==> src/rtl/led_ctrl_pkg.sv <==
// rtl/led_ctrl_pkg.sv - shared LED mode encodings and width helper for led_multi_ctrl
package led_ctrl_pkg;

   typedef enum logic [1:0] {
      MODE_OFF     = 2'b00,
      MODE_ON      = 2'b01,
      MODE_BLINK   = 2'b10,
      MODE_BREATHE = 2'b11
   } mode_t;

   // Index width that never collapses to zero bits for a count of one.
   function automatic int clog2_min1(input int n);
      return (n > 1) ? $clog2(n) : 1;
   endfunction

endpackage

==> src/rtl/led_channel.sv <==
// rtl/led_channel.sv - one LED channel: mode, rate, phase, blink level and breathe duty
// Breathe logic is present only with LED_MULTI_CTRL_BREATHE_EN; otherwise mode 11 behaves as ON.
module led_channel
   import led_ctrl_pkg::*;
#(
   parameter int PWM_BITS  = 8,
   parameter int RATE_BITS = 8
) (
   input  logic                 clk,
   input  logic                 rst,
   input  logic                 we,
   input  mode_t                mode_in,
   input  logic [RATE_BITS-1:0] rate_in,
   input  logic                 tick,
`ifdef LED_MULTI_CTRL_BREATHE_EN
   input  logic [PWM_BITS-1:0]  pwm,
`endif
   output logic                 led
);

   mode_t                mode_q, mode_d;
   logic [RATE_BITS-1:0] rate_q, rate_d;
   logic [RATE_BITS-1:0] phase_q, phase_d;
   logic                 level_q, level_d;
   logic                 led_d;
   logic                 step;

`ifdef LED_MULTI_CTRL_BREATHE_EN
   localparam logic [PWM_BITS-1:0] DUTY_MAX = '1;
   localparam logic [PWM_BITS-1:0] DUTY_ONE = PWM_BITS'(1);

   logic [PWM_BITS-1:0] duty_q, duty_d;
   logic [PWM_BITS-1:0] pwm_next;
   logic                down_q, down_d;

   // led is registered, so compare against the PWM value that will be current after this edge.
   assign pwm_next = pwm + DUTY_ONE;
`endif

   always_comb begin
      mode_d  = mode_q;
      rate_d  = rate_q;
      phase_d = phase_q;
      level_d = level_q;
      step    = 1'b0;
      led_d   = 1'b0;
`ifdef LED_MULTI_CTRL_BREATHE_EN
      duty_d  = duty_q;
      down_d  = down_q;
`endif
      if (we) begin
         mode_d  = mode_in;
         rate_d  = rate_in;
         phase_d = '0;
         level_d = 1'b1;
`ifdef LED_MULTI_CTRL_BREATHE_EN
         duty_d  = '0;
         down_d  = 1'b0;
`endif
      end else if (tick) begin
         if (phase_q == rate_q) begin
            phase_d = '0;
            step    = 1'b1;
         end else begin
            phase_d = phase_q + RATE_BITS'(1);
         end
         if (step && mode_q == MODE_BLINK) begin
            level_d = ~level_q;
         end
`ifdef LED_MULTI_CTRL_BREATHE_EN
         // Triangle sweep: reverse at either end so the extreme value is never repeated.
         if (step && mode_q == MODE_BREATHE) begin
            if (!down_q) begin
               if (duty_q == DUTY_MAX) begin
                  duty_d = duty_q - DUTY_ONE;
                  down_d = 1'b1;
               end else begin
                  duty_d = duty_q + DUTY_ONE;
               end
            end else begin
               if (duty_q == '0) begin
                  duty_d = duty_q + DUTY_ONE;
                  down_d = 1'b0;
               end else begin
                  duty_d = duty_q - DUTY_ONE;
               end
            end
         end
`endif
      end

      case (mode_d)
         MODE_OFF:   led_d = 1'b0;
         MODE_ON:    led_d = 1'b1;
         MODE_BLINK: led_d = level_d;
`ifdef LED_MULTI_CTRL_BREATHE_EN
         default:    led_d = (pwm_next < duty_d);
`else
         default:    led_d = 1'b1;
`endif
      endcase
   end

   always_ff @(posedge clk or posedge rst) begin
      if (rst) begin
         mode_q  <= MODE_OFF;
         rate_q  <= '0;
         phase_q <= '0;
         level_q <= 1'b0;
         led     <= 1'b0;
`ifdef LED_MULTI_CTRL_BREATHE_EN
         duty_q  <= '0;
         down_q  <= 1'b0;
`endif
      end else begin
         mode_q  <= mode_d;
         rate_q  <= rate_d;
         phase_q <= phase_d;
         level_q <= level_d;
         led     <= led_d;
`ifdef LED_MULTI_CTRL_BREATHE_EN
         duty_q  <= duty_d;
         down_q  <= down_d;
`endif
      end
   end

endmodule

==> src/rtl/led_multi_ctrl.sv <==
// rtl/led_multi_ctrl.sv - multi-channel LED controller: tick prescaler, shared PWM counter, config port
// BREATHE mode and the PWM counter exist only with LED_MULTI_CTRL_BREATHE_EN defined.
module led_multi_ctrl
   import led_ctrl_pkg::*;
#(
   parameter int CHANNELS  = 4,
   parameter int TICK_DIV  = 25000,
   parameter int PWM_BITS  = 8,
   parameter int RATE_BITS = 8
) (
   input  logic                                clk,
   input  logic                                rst,
   input  logic                                cfg_we,
   input  logic [clog2_min1(CHANNELS)-1:0]     cfg_ch,
   input  logic [1:0]                          cfg_mode,
   input  logic [RATE_BITS-1:0]                cfg_rate,
   output logic                                cfg_ack,
   output logic                                cfg_err,
   output logic [CHANNELS-1:0]                 led
);

   localparam int               CH_W     = clog2_min1(CHANNELS);
   localparam int               PRE_W    = clog2_min1(TICK_DIV);
   localparam logic [PRE_W-1:0] PRE_LAST = PRE_W'(TICK_DIV - 1);
   localparam logic [CH_W:0]    CH_LIMIT = (CH_W + 1)'(CHANNELS);

   logic [PRE_W-1:0] pre_cnt;
   logic             tick;
   logic             ch_valid;

   assign tick     = (pre_cnt == PRE_LAST);
   assign ch_valid = ({1'b0, cfg_ch} < CH_LIMIT);

   always_ff @(posedge clk or posedge rst) begin
      if (rst) begin
         pre_cnt <= '0;
      end else if (tick) begin
         pre_cnt <= '0;
      end else begin
         pre_cnt <= pre_cnt + PRE_W'(1);
      end
   end

   always_ff @(posedge clk or posedge rst) begin
      if (rst) begin
         cfg_ack <= 1'b0;
         cfg_err <= 1'b0;
      end else begin
         cfg_ack <= cfg_we;
         cfg_err <= cfg_we && !ch_valid;
      end
   end

`ifdef LED_MULTI_CTRL_BREATHE_EN
   logic [PWM_BITS-1:0] pwm_cnt;

   always_ff @(posedge clk or posedge rst) begin
      if (rst) begin
         pwm_cnt <= '0;
      end else begin
         pwm_cnt <= pwm_cnt + PWM_BITS'(1);
      end
   end
`else
   // PWM_BITS only sizes breathe logic; this empty block keeps it referenced in the default build.
   if (PWM_BITS < 1) begin : g_pwm_bits_unused
   end
`endif

   for (genvar i = 0; i < CHANNELS; i++) begin : g_ch
      logic ch_we;

      assign ch_we = cfg_we && (cfg_ch == CH_W'(i));

      led_channel #(
         .PWM_BITS  (PWM_BITS),
         .RATE_BITS (RATE_BITS)
      ) u_channel (
         .clk     (clk),
         .rst     (rst),
         .we      (ch_we),
         .mode_in (mode_t'(cfg_mode)),
         .rate_in (cfg_rate),
         .tick    (tick),
`ifdef LED_MULTI_CTRL_BREATHE_EN
         .pwm     (pwm_cnt),
`endif
         .led     (led[i])
      );
   end

endmodule

==> config.mk <==
export PLATFORM = sky130hd
export DESIGN_NAME = led_multi_ctrl
export DESIGN_NICKNAME = d
export VERILOG_FILES = /design/src/rtl/led_ctrl_pkg.sv /design/src/rtl/led_channel.sv /design/src/rtl/led_multi_ctrl.sv
export SDC_FILE = /design/constraint.sdc
export NUM_CORES = 1
export LEC_CHECK = 0
export CAP_MARGIN = 20
export CORE_ASPECT_RATIO = 1.25
export CORE_MARGIN = 2
export CORE_UTILIZATION = 55
export DETAILED_ROUTE_END_ITERATION = 8
export PLACE_DENSITY = 0.73
export SETUP_SLACK_MARGIN = 0.02
export SKIP_CTS_REPAIR_TIMING = 1
export SLEW_MARGIN = 15
export SYNTH_ARGS = -nofsm -noshare
export SYNTH_HDL_FRONTEND = slang
export SYNTH_SLANG_ARGS = --single-unit
==> constraint.sdc <==
create_clock -name clk -period 3.5 [get_ports clk]
set_input_delay 0.7 -clock clk [delete_from_list [all_inputs] [get_ports clk]]
set_output_delay 0.7 -clock clk [all_outputs]
set_load 0.01 [all_outputs]
# [After elaboration in Yosys (flattened, before gate mapping)]
# Index checks and enable logic that the tools add are counted.
# W data, S select, Z words.
[totals] ff_bits=96 latch_bits=0 ram_bits=0 rom_bits=0 inputBits=15 output_inout_bits=6 word_cells=109 memories=0
[op_classes] addsub=5 n_mul=0 div=0 order_cmp=0 n_eq_ne=16 n_shift=0 n_mux=45 n_bitwise=4 n_reduce_logical=17
[ops] cell="$mux W8" n=12
[ops] cell="$add A8 B1 Y8 const B" n=4
[ops] cell="$eq A8 B8 Y1" n=4
[ops] cell="$mux W1" n=24
[ops] cell="$eq A2 B2 Y1 const B" n=10
[ops] cell="$add A15 B1 Y15 const B" n=1
[ops] cell="$eq A15 B15 Y1 const B" n=1
[ops] cell="$mux W15" n=1
[ops] cell="$logic_not A2 Y1" n=5
[ops] cell="$logic_and A1 B1 Y1" n=8
[ops] cell="$mux W2" n=4
[ops] cell="$pmux W1 S2" n=4
[ops] cell="$reduce_bool A2 Y1" n=4
[ops] cell="$not A1 Y1" n=4
[ops] cell="$eq A2 B1 Y1 const B" n=1

# [Logic depth before layout (Yosys ltp)]
[logic_depth] word_depth=9 mapped_depth=8 ltp_nobuf=6

# [Hierarchy]
# Synthesis repeated with hierarchy kept, for this count alone.
[hier_totals] hier_cells=416 area_unflattened_um2=4807.1
[modules_own_cells] module="led_channel" instances=4 cells_each=84 area_per_inst_um2=997.2 seq_area_each_um2=500.5
[modules_own_cells] module="led_multi_ctrl" instances=1 cells_each=80 area_per_inst_um2=818.3 seq_area_each_um2=400.4

# [Worst setup path after synthesis]
# OpenSTA, ideal clock, no wires.
[synth_path] path_type="register to register" start="register pre_cnt[4]" end="register g_ch[2].u_channel.led" setup_time_ns=0.134 arrival_time_ns=2.181 t_required_ns=3.366 setup_slack_ns=1.186 stages_incl_launch_ff=7 path_buffers=1 period_less_slack_ns=2.314 path_cell_list="dfrtp_1 > or4_1 > or4_4 > buf_6 > nor4_4 > xnor2_1 > o221ai_2"
[synth_between] elab_chain_len=4
[synth_rtl] item="start: declaration" line_no="led_multi_ctrl.sv:27" source="logic [PRE_W-1:0] pre_cnt;"
[synth_rtl] item="start signal: assignment" line_no="led_multi_ctrl.sv:40" source="pre_cnt <= pre_cnt + PRE_W'(1);"
[synth_rtl] item="$eq A15 B15 Y1" line_no="led_multi_ctrl.sv:31" source="assign tick = (pre_cnt == PRE_LAST);"
[synth_rtl] item="$mux W1" line_no="led_channel.sv:60" source="end else if (tick) begin"
[synth_rtl] item="$mux W1" line_no="led_channel.sv:51" source="if (we) begin"
[synth_rtl] item="$pmux W1 S2" line_no="led_channel.sv:92" source="case (mode_d)"
[synth_rtl] item="net g_ch[2].u_channel.led_d" line_no="led_channel.sv:25" source="logic led_d;"
[synth_rtl] item="end signal: assignment" line_no="led_channel.sv:120" source="led <= led_d;"
[synth_rtl] item="end: declaration" line_no="led_channel.sv:18" source="output logic led"
# The timed path passes the listed nets, and every way through them passes these cells.
# A chain may end at the register's enable or synchronous reset.

# [Worst setup path after layout]
[layout_path] start="register pre_cnt[4]" end="register g_ch[3].u_channel.led"
[layout_between] elab_chain_len=4
[layout_rtl] item="$eq A15 B15 Y1" line_no="led_multi_ctrl.sv:31"
[layout_rtl] item="$mux W1" line_no="led_channel.sv:60"
[layout_rtl] item="$mux W1" line_no="led_channel.sv:51"
[layout_rtl] item="$pmux W1 S2" line_no="led_channel.sv:92"
[layout_rtl] item="net g_ch[3].u_channel.led_d" line_no="led_channel.sv:25"
[layout_rtl] item="end signal: assignment" line_no="led_channel.sv:120"
[layout_rtl] item="end: declaration" line_no="led_channel.sv:18"
# The timed path passes the listed nets, and every way through them passes these cells.

==> out/results.txt <==
Status: finished, final reports clean
Vias/cell: 5.92
Die area: 9170 um^2
Pre-Repair DR Iteration Count: 4
IO Pins: 21
Fin crit share: 76.3%
Number of buffers created by CTS: 9
Most frequent cells in the layout: dfrtp_1 (96), nand2_1 (50), xnor2_1 (40), o21ai_0 (36), mux2_2 (25)
GRT Total Usage: 21.9%
Layout cells sized above 1: 11.5%
Diodes inserted: 0
Async set or reset register ratio after synthesis: 100%
Hold EP: pre_cnt[14]
Logic pwr share: 11.8%
Final WL: 9050 um
Final setup violation count: 0
Global-route wire length before repair: 15700 um
Max_cap viols: 0
Pint: 1.77 mW
R2R Path End: g_ch[3].u_channel.led
Critical path peak fanout: 31
Place WS: 640 ps
Post-synth EDFFs: 0
CP startpoint kind: flip-flop
Peak supply drop: 0.295 mV
Min Hold Slack: 487 ps
Nets: 476
Post-Place Cells: 542
Final non-filler cell total: 558
GP Congestion: 0.863
Normalized max-slew margin: 54.1%
Drt initial violations: 138
Max clock buf depth: 2
Area grow syn2layout: 10.8%
Clk pwr share: 34.3%
Setup TNS: 0 ps
Vias in the first global route: 3299
Clock-pin slew on the worst setup and hold paths: 90 ps
Mapped Cells: 437
P_sw: 0.569 mW
Most common library cell in the layout ignoring fill and taps: dfrtp_1
FP Rows: 37
Initial Util: 56.5%
RSZ-0062 raised after global routing: false
Grt total ovfl: 0
Synth Flop Type: dfrtp_1
Setup Skew: 11.0 ps
#FFs+latches synth: 96
Sw Ratio: 24.3%
Antenna violations before repair: 0
Final Hold Fails: 0
Max Freq: 374 MHz
Filler Cell Count: 656
Insertion delay to the later sink of the worst-skew pair: 360 ps
DRC errors left: 0
Netlist cell types: 44
Die Width: 86.1 um
Data arrival, critical path: 2890 ps
Synthesized Nets: 457
Reg power frac: 53.9%
CTS root buf: clkbuf_8
Final HPWL DP: 6270 um
Final worst slack: 830 ps
Largest net degree at the start of global routing: 58
Worst EP required: 3720 ps
Yosys warnings: 0
Syn Std Cell Area: 4630 um^2
Static Leak: 2.26 nW
Worst Setup End Kind: flip-flop
FF-to-FF Start: pre_cnt[4]
WL/cell: 16.2 um
PD cells: 456 nW/um^2
# port buffers: 19
H-tree levels: 3
Post-layout min period: 2670 ps
Critical path class: flip-flop to flip-flop
Sink Count: 96
CTS tree: yes
Via count: 3303
Post-synthesis sequential area ratio: 51.9%
WHS Path Cells: 1
Core area: 8190 um^2
DRT antenna net count: 0
Worst-Margin Slew: 687 ps
Min-Delay Path Class: flip-flop to flip-flop
Die height: 107 um
Reg-to-reg slack, setup: 830 ps
R2R cell count: 5
Max-slew violation count: 0
Syn avg cell area: 10.6 um^2
Beginning of the worst hold path: pre_cnt[14]
==> worst max-delay path: stages, from the launching register on <==
cell      delay [ps]
dfrtp_1          420
or4_1            590
or4_4            740
nor4_1           410
xnor2_1          190
o221ai_1         150
==> routing by layer <==
metal	global-route usage (%)	routed length [um]
met1	29.0	4000
met2	35.7	4480
met3	4.39	404
met4	7.82	167
met5	0	0
==> through the flow <==
step,instance area [um^2],power [mW],utilization (%)
CTS,5130,2.35,62.6
global placement,4910,1.55,59.9
finish,5130,2.34,62.6
floorplan,4630,1.47,-
detailed placement,4910,1.56,59.9
global route,5130,2.44,62.6
==> worst max path at each step <==
| stage | depth (start not counted) | slack (ps) | from | to |
|---|---|---|---|---|
| floorplan | 1 | 290 | rst | cfg_ack |
| global placement | 5 | 730 | cfg_we | g_ch[0].u_channel.phase_q[6] |
| detailed placement | 5 | 640 | cfg_we | g_ch[0].u_channel.phase_q[7] |
| CTS | 5 | 860 | pre_cnt[4] | g_ch[3].u_channel.led |
| global route | 5 | 760 | pre_cnt[4] | g_ch[0].u_channel.led |
| finish | 5 | 830 | pre_cnt[4] | g_ch[3].u_channel.led |
==> flip-flops by register name (all words and copies together) (netlist names) <==
register,cells
g_ch.u_channel.mode_q,8
g_ch.u_channel.rate_q,32
pre_cnt,15
g_ch.u_channel.phase_q,32
g_ch.u_channel.level_q,4
cfg_ack,1
g_ch.u_channel.led,4
==> Yosys cell counts, drive strengths merged (5+ instances only) <==
master | n | area [um^2]
ha | 5 | 62.6
o21ai | 39 | 195
xor2 | 6 | 52.6
nor2b | 13 | 81.3
o31ai | 7 | 52.6
buf | 7 | 52.6
mux2 | 25 | 282
nor4 | 5 | 52.6
a22o | 17 | 149
dfrtp | 96 | 2400
nand4 | 11 | 68.8
and3 | 16 | 100
nor2 | 19 | 71.3
clkbuf | 10 | 37.5
nand2 | 50 | 188
inv | 10 | 37.5
xnor2 | 40 | 350
nand3 | 24 | 120
nor3 | 5 | 25.0
==> layout make-up <==
type	count	area, um^2	area share, %
Clock buffer	11	141	2.76
Clock inverter	5	80.1	1.56
Inverter	10	38.8	0.756
Tap cell	97	121	2.37
Multi-Input combinational cell	314	2100	40.9
Sequential cell	96	2400	46.8
Timing Repair Buffer	25	248	4.83
==> logic make-up (layout without fill, tap and decap cells) <==
| logic type | after synthesis | count (layout) | share of synthesized area [%] |
|---|---|---|---|
| AO/OA/AOI/OAI | 73 | 73 | 10.2 |
| XOR/XNOR | 46 | 46 | 8.70 |
| adder cells (fa/ha/maj) | 5 | 5 | 1.35 |
| buffers and inverters | 27 | 51 | 2.76 |
| flip-flops | 96 | 96 | 51.9 |
| multiplexers | 27 | 27 | 6.51 |
| other | 1 | 1 | 0.0810 |
| AND/OR/NAND/NOR | 162 | 162 | 18.5 |
==> power by group through the flow <==
stage	combinational [mW]	sequential [mW]	clock, mW
after floorplan	0.210	1.27	0
after global placement	0.272	1.28	0
after detailed placement	0.280	1.28	0
after CTS	0.283	1.26	0.812
after global routing	0.312	1.27	0.863
final	0.277	1.26	0.802
Power figures use the tool's default switching activity.
